--- src/rtl/fwd_hazard_unit.sv ---
// fwd_hazard_unit: operand forwarding select and load-use hazard detection.
// A DEPTH-stage scoreboard shadows the destinations of the instructions in
// EX and later stages. Each cycle the ID-stage sources are matched against
// it. The unit then registers EX-aligned forwarding selects and raises a
// one-cycle load-use stall when a load result is not yet available.
// Optional build macro FWD_HAZ_PERF_EN adds saturating forward/stall counters.

module fwd_hazard_unit #(
  parameter int REG_W    = 5,
  parameter int DEPTH    = 2,
  parameter int ZERO_REG = 31,
  parameter int SEL_W    = $clog2(DEPTH + 1)
) (
  input  logic             clk,
  input  logic             reset_n,
  input  logic             hold_i,
  input  logic             flush_i,
  input  logic             id_valid_i,
  input  logic [REG_W-1:0] id_rn_i,
  input  logic [REG_W-1:0] id_rm_i,
  input  logic             id_use_rn_i,
  input  logic             id_use_rm_i,
  input  logic             id_wr_en_i,
  input  logic [REG_W-1:0] id_wr_reg_i,
  input  logic             id_is_load_i,
  output logic             stall_o,
  output logic [SEL_W-1:0] fwd_sel_a_o,
  output logic [SEL_W-1:0] fwd_sel_b_o,
  output logic             ex_bubble_o
`ifdef FWD_HAZ_PERF_EN
  ,
  output logic [31:0]      fwd_cnt_o,
  output logic [31:0]      stall_cnt_o
`endif
);

  localparam logic [REG_W-1:0] ZERO_IDX = REG_W'(ZERO_REG);

  typedef struct packed {
    logic             valid;
    logic [REG_W-1:0] rd;
    logic             is_load;
  } sb_entry_t;

  // Entry 1 is the instruction now in EX; entry k is k-1 stages older.
  sb_entry_t        sb [1:DEPTH];
  sb_entry_t        id_entry;
  logic [SEL_W-1:0] win_a;
  logic [SEL_W-1:0] win_b;
  logic             hazard;
  logic             bubble;

  // Youngest matching producer for each source; 0 means read the register file.
  always_comb begin
    // NOTE: defaults first so every path assigns win_a/win_b and no latch is inferred.
    win_a = '0;
    win_b = '0;
    // Walk oldest to youngest so the lowest matching k is the last one written.
    for (int k = DEPTH; k >= 1; k--) begin
      if (id_valid_i && id_use_rn_i && (id_rn_i != ZERO_IDX) &&
          sb[k].valid && (sb[k].rd == id_rn_i))
        win_a = SEL_W'(k);
      if (id_valid_i && id_use_rm_i && (id_rm_i != ZERO_IDX) &&
          sb[k].valid && (sb[k].rd == id_rm_i))
        win_b = SEL_W'(k);
    end
  end

  // A load in EX cannot be forwarded to the very next instruction.
  assign hazard  = id_valid_i && sb[1].is_load &&
                   ((win_a == SEL_W'(1)) || (win_b == SEL_W'(1)));
  assign stall_o = hazard & ~flush_i & ~hold_i;
  assign bubble  = ~id_valid_i | flush_i | stall_o;

  // What the ID instruction looks like once it enters EX.
  always_comb begin
    id_entry.valid   = ~bubble & id_wr_en_i & (id_wr_reg_i != ZERO_IDX);
    id_entry.rd      = id_wr_reg_i;
    id_entry.is_load = ~bubble & id_is_load_i;
  end

  // Scoreboard shift and EX-aligned select/bubble registers.
  always_ff @(posedge clk or negedge reset_n) begin
    if (!reset_n) begin
      // NOTE: the scoreboard is a handful of flops whose valid bits gate all
      // matching, so it is reset like any other control state, not left as memory.
      for (int k = 1; k <= DEPTH; k++) sb[k] <= '0;
      fwd_sel_a_o <= '0;
      fwd_sel_b_o <= '0;
      ex_bubble_o <= 1'b1;
    end else if (!hold_i) begin
      // NOTE: non-blocking assignments let every stage read its neighbour's
      // pre-edge value, so the shift order inside the loop does not matter.
      for (int k = DEPTH; k >= 2; k--) sb[k] <= sb[k-1];
      sb[1]       <= id_entry;
      fwd_sel_a_o <= bubble ? '0 : win_a;
      fwd_sel_b_o <= bubble ? '0 : win_b;
      ex_bubble_o <= bubble;
    end
  end

`ifdef FWD_HAZ_PERF_EN
  logic fwd_event;
  assign fwd_event = ~bubble & ((win_a != '0) | (win_b != '0));

  // Saturating counts of forwarded instructions and stall cycles.
  always_ff @(posedge clk or negedge reset_n) begin
    if (!reset_n) begin
      fwd_cnt_o   <= '0;
      stall_cnt_o <= '0;
    end else if (!hold_i) begin
      if (fwd_event && (fwd_cnt_o != 32'hFFFF_FFFF))
        fwd_cnt_o <= fwd_cnt_o + 32'd1;
      if (stall_o && (stall_cnt_o != 32'hFFFF_FFFF))
        stall_cnt_o <= stall_cnt_o + 32'd1;
    end
  end
`endif

endmodule

--- config.mk ---
export PLATFORM = sky130hd
export DESIGN_NAME = fwd_hazard_unit
export DESIGN_NICKNAME = d
export VERILOG_FILES = /design/src/rtl/fwd_hazard_unit.sv
export SDC_FILE = /design/constraint.sdc
export NUM_CORES = 1
export LEC_CHECK = 0
export BUFFER_PORTS_ARGS = -buffer_cell sky130_fd_sc_hd__buf_2
export CAP_MARGIN = 20
export CORE_ASPECT_RATIO = 0.9
export CORE_UTILIZATION = 37
export CTS_CLUSTER_DIAMETER = 80
export DETAILED_ROUTE_END_ITERATION = 8
export PLACE_DENSITY_LB_ADDON = 0.15
export SLEW_MARGIN = 20
export SYNTH_ARGS = -nofsm -noshare
export SYNTH_HDL_FRONTEND = slang
export SYNTH_SLANG_ARGS = --single-unit
--- constraint.sdc ---
create_clock -name clk -period 3.52 [get_ports clk]
set_input_delay 0.352 -clock clk [delete_from_list [all_inputs] [get_ports clk]]
set_output_delay 0.352 -clock clk [all_outputs]
set_load 0.005 [all_outputs]
==> qor.yml <==
timing:
  fin_skew_ns: 0.00376
  fmax_mhz: 448
  timing.slew.headroom: 0.664
  drv_slew: 0
  rsz0062_at_grt: "no"
  hold_viol: 0
  fin_tns_setup_ns: 0
  fin_crit_ns: 2.23
  whs_ns: 0.286
  setup_violations: 0
  post-route-period-util: 0.634
  tightest_slew_ns: 0.501
  timing.final.ws_setup_ns: 1.29
critical_path:
  arrival_ns: 1.88
  critPathKind: "reg2out"
  r2r_cells: 4
  cp-end-kind: "output port"
  critPathMaxFanout: 4
  cp_slowest_cell: "dfrtp_1"
  worstPathRequired_ns: 3.17
  cpPeakStageDelay_ns: 0.44
  path_cells: "xnor2_1, nand3_1, or3_1, a211oi_1, buf_2"
  start_kind: "register"
  r2r_setup_slack_ns: 2.01
run_status:
  status: "completed"
power_and_ir_drop:
  switching_share: 0.275
  p_sw_uw: 132
  p_int_uw: 348
  pwr_density_cell_nw_per_um2: 376
  power_uw: 480
  leakagePower_nw: 0.519
  combPwrFrac: 0.215
  max-vdd-ir-drop_uv: 202
  power_frac_seq: 0.518
  clkPwrFrac: 0.268
grt:
  track_usage: 0.181
  grt_pass1_vias: 864
  antenna_found_initial: 0
  grt_start_max_net_pins: 21
  grt_overflow: 0
  grt_pass1_wl_um: 4000
yosys:
  ys.flop_type: "dfrtp_1"
  synth_seq_area_share: 0.429
  async_reset_ff_frac: 1.00
  synthesis.nets: 121
  synth_top_area_share: 0.404
  synthCells: 97
  synth.most_common_cell: "xnor2_1"
  ys_warn_count: 0
  synth_top_cell_by_area: "dfrtp_1"
  ys_seq_elements: 18
  synth-edff-count: 0
  synth_area_leaders: "dfrtp_1, xnor2_1, mux2_2"
  syn_area_sq_um: 1050
  postSynthAreaPerCell_sq_um: 10.9
  synthTopCellsByCount: "xnor2_1, dfrtp_1, mux2_2"
  ys_types: 27
clock_tree:
  h-tree-depth: 1
  cts_buffer_depth: 2
  cts-root-buf: "clkbuf_4"
  cts.sinks: 18
  cts_tree: "built"
  cts_buffers: 3
  post_cts_buffers: 0
  worst_setup_hold_path_clk_slew_ns: 0.10
  ctsResizeCount: 0
  clock_latency_ns: 0.30
route:
  ant_nets: 0
  via_per_inst: 4.98
  drtIter0Drc: 17
  firstDrtPassIters: 4
  wl_per_cell_um: 13.6
  drcViolationCount: 0
  wl_um: 2280
  dr_total_vias: 832
floorplan:
  die_w_um: 58.2
  rows: 17
  dieHeight_um: 52.6
  start_util: 0.409
  core_area_sq_um: 2570
  ios: 30
  die_area_sq_um: 3060
run:
  cap_violations: 0
worst_hold_path:
  holdPathStages: 3
  hold_path_class: "in2reg"
placement:
  place_congestion: 0.800
  dpl.hpwl_um: 1800
  io_buffers: 29
  place_ws_ns: 1.56
  place_area_sq_um: 1230
final_layout:
  syn_to_final_growth_pct: 21.1
  antenna_cells: 0
  fin_area_sq_um: 1280
  regArea_sq_um: 452
  fillerInstances: 247
  nNetsFinal: 154
  multi_input_area_sq_um: 582
  drive_gt1_frac: 0.380
==> state kept, by name, summed over array words and instances, names as in the netlist <==
register / cells
ex_bubble_o: 1
fwd_sel_a_o: 2
fwd_sel_b_o: 2
sb: 13
==> final timing paths <==
check                                 end           start
setup / recovery                  stall_o          sb[11]
hold / removal                      sb[7]    id_is_load_i
setup reg to reg           fwd_sel_a_o[1]          sb[10]
hold reg to reg            fwd_sel_a_o[1]  fwd_sel_a_o[1]
max in group asynchronous     ex_bubble_o         reset_n
min in group asynchronous  fwd_sel_b_o[1]         reset_n
==> layer usage <==
layer  vias up  wire (um)  GRT usage
met4         0         36     0.0714
li1        418          -          -
met5         -          0          0
met3         4        122     0.0494
met2        26       1030      0.291
met1       384       1090      0.231
==> stage by stage <==
stage,utilization,cells
floorplan,-,97
global placement,0.478,162
detailed placement,0.478,162
CTS,0.496,167
global route,0.496,167
finish,0.496,167
==> layout make-up <==
class	count	share of cell area
sequential	18	0.354
clock buffer	4	0.0284
tap	38	0.0373
timing repair buffer	30	0.122
multi-input combinational	76	0.456
inverter	1	0.00294
==> critical path, delay by kind of cell (launching register included) <==
family / cells / cell delay [ns]
flops: 1 / 0.44
compound gates: 1 / 0.27
buf+inv: 1 / 0.15
simple gates: 2 / 0.52
xor+xnor: 1 / 0.19
==> power by group through the flow <==
| stage | clock network, mW | logic [mW] | registers (mW) |
|---|---|---|---|
| global route | 0.142 | 0.117 | 0.252 |
| floorplan | 0 | 0.0699 | 0.248 |
| detailed placement | 0 | 0.104 | 0.253 |
| finish | 0.129 | 0.103 | 0.249 |
| global placement | 0 | 0.102 | 0.252 |
| CTS | 0.136 | 0.105 | 0.249 |
==> logic make-up after synthesis <==
group	count (synthesis)	share of synthesized area
compound gates	13	0.0986
xor+xnor	20	0.166
buf+inv	3	0.0190
flops	18	0.429
mux	11	0.118
simple gates	32	0.170
==> cell usage in the layout (no fill, tap or decap), types with 2 or more instances in the layout <==
cell      Yosys  routed
buf_2         1      29
xnor2_1      20      20
dfrtp_1      17      17
mux2_2       11      11
nand2_1       8       8
nand3_1       7       7
or3_1         4       4
o31ai_1       4       4
nand4_1       3       3
clkbuf_4      0       3
o211ai_1      2       2
nor3_1        2       2
a22o_1        2       2
nor4_1        2       2
==> timing repair <==
item	in CTS	in global routing
hold buffers	1	0
hold endpoints to repair	17	0
endpoints found under the setup margin	0	0
Note: power is estimated with default switching activity, not from simulation.
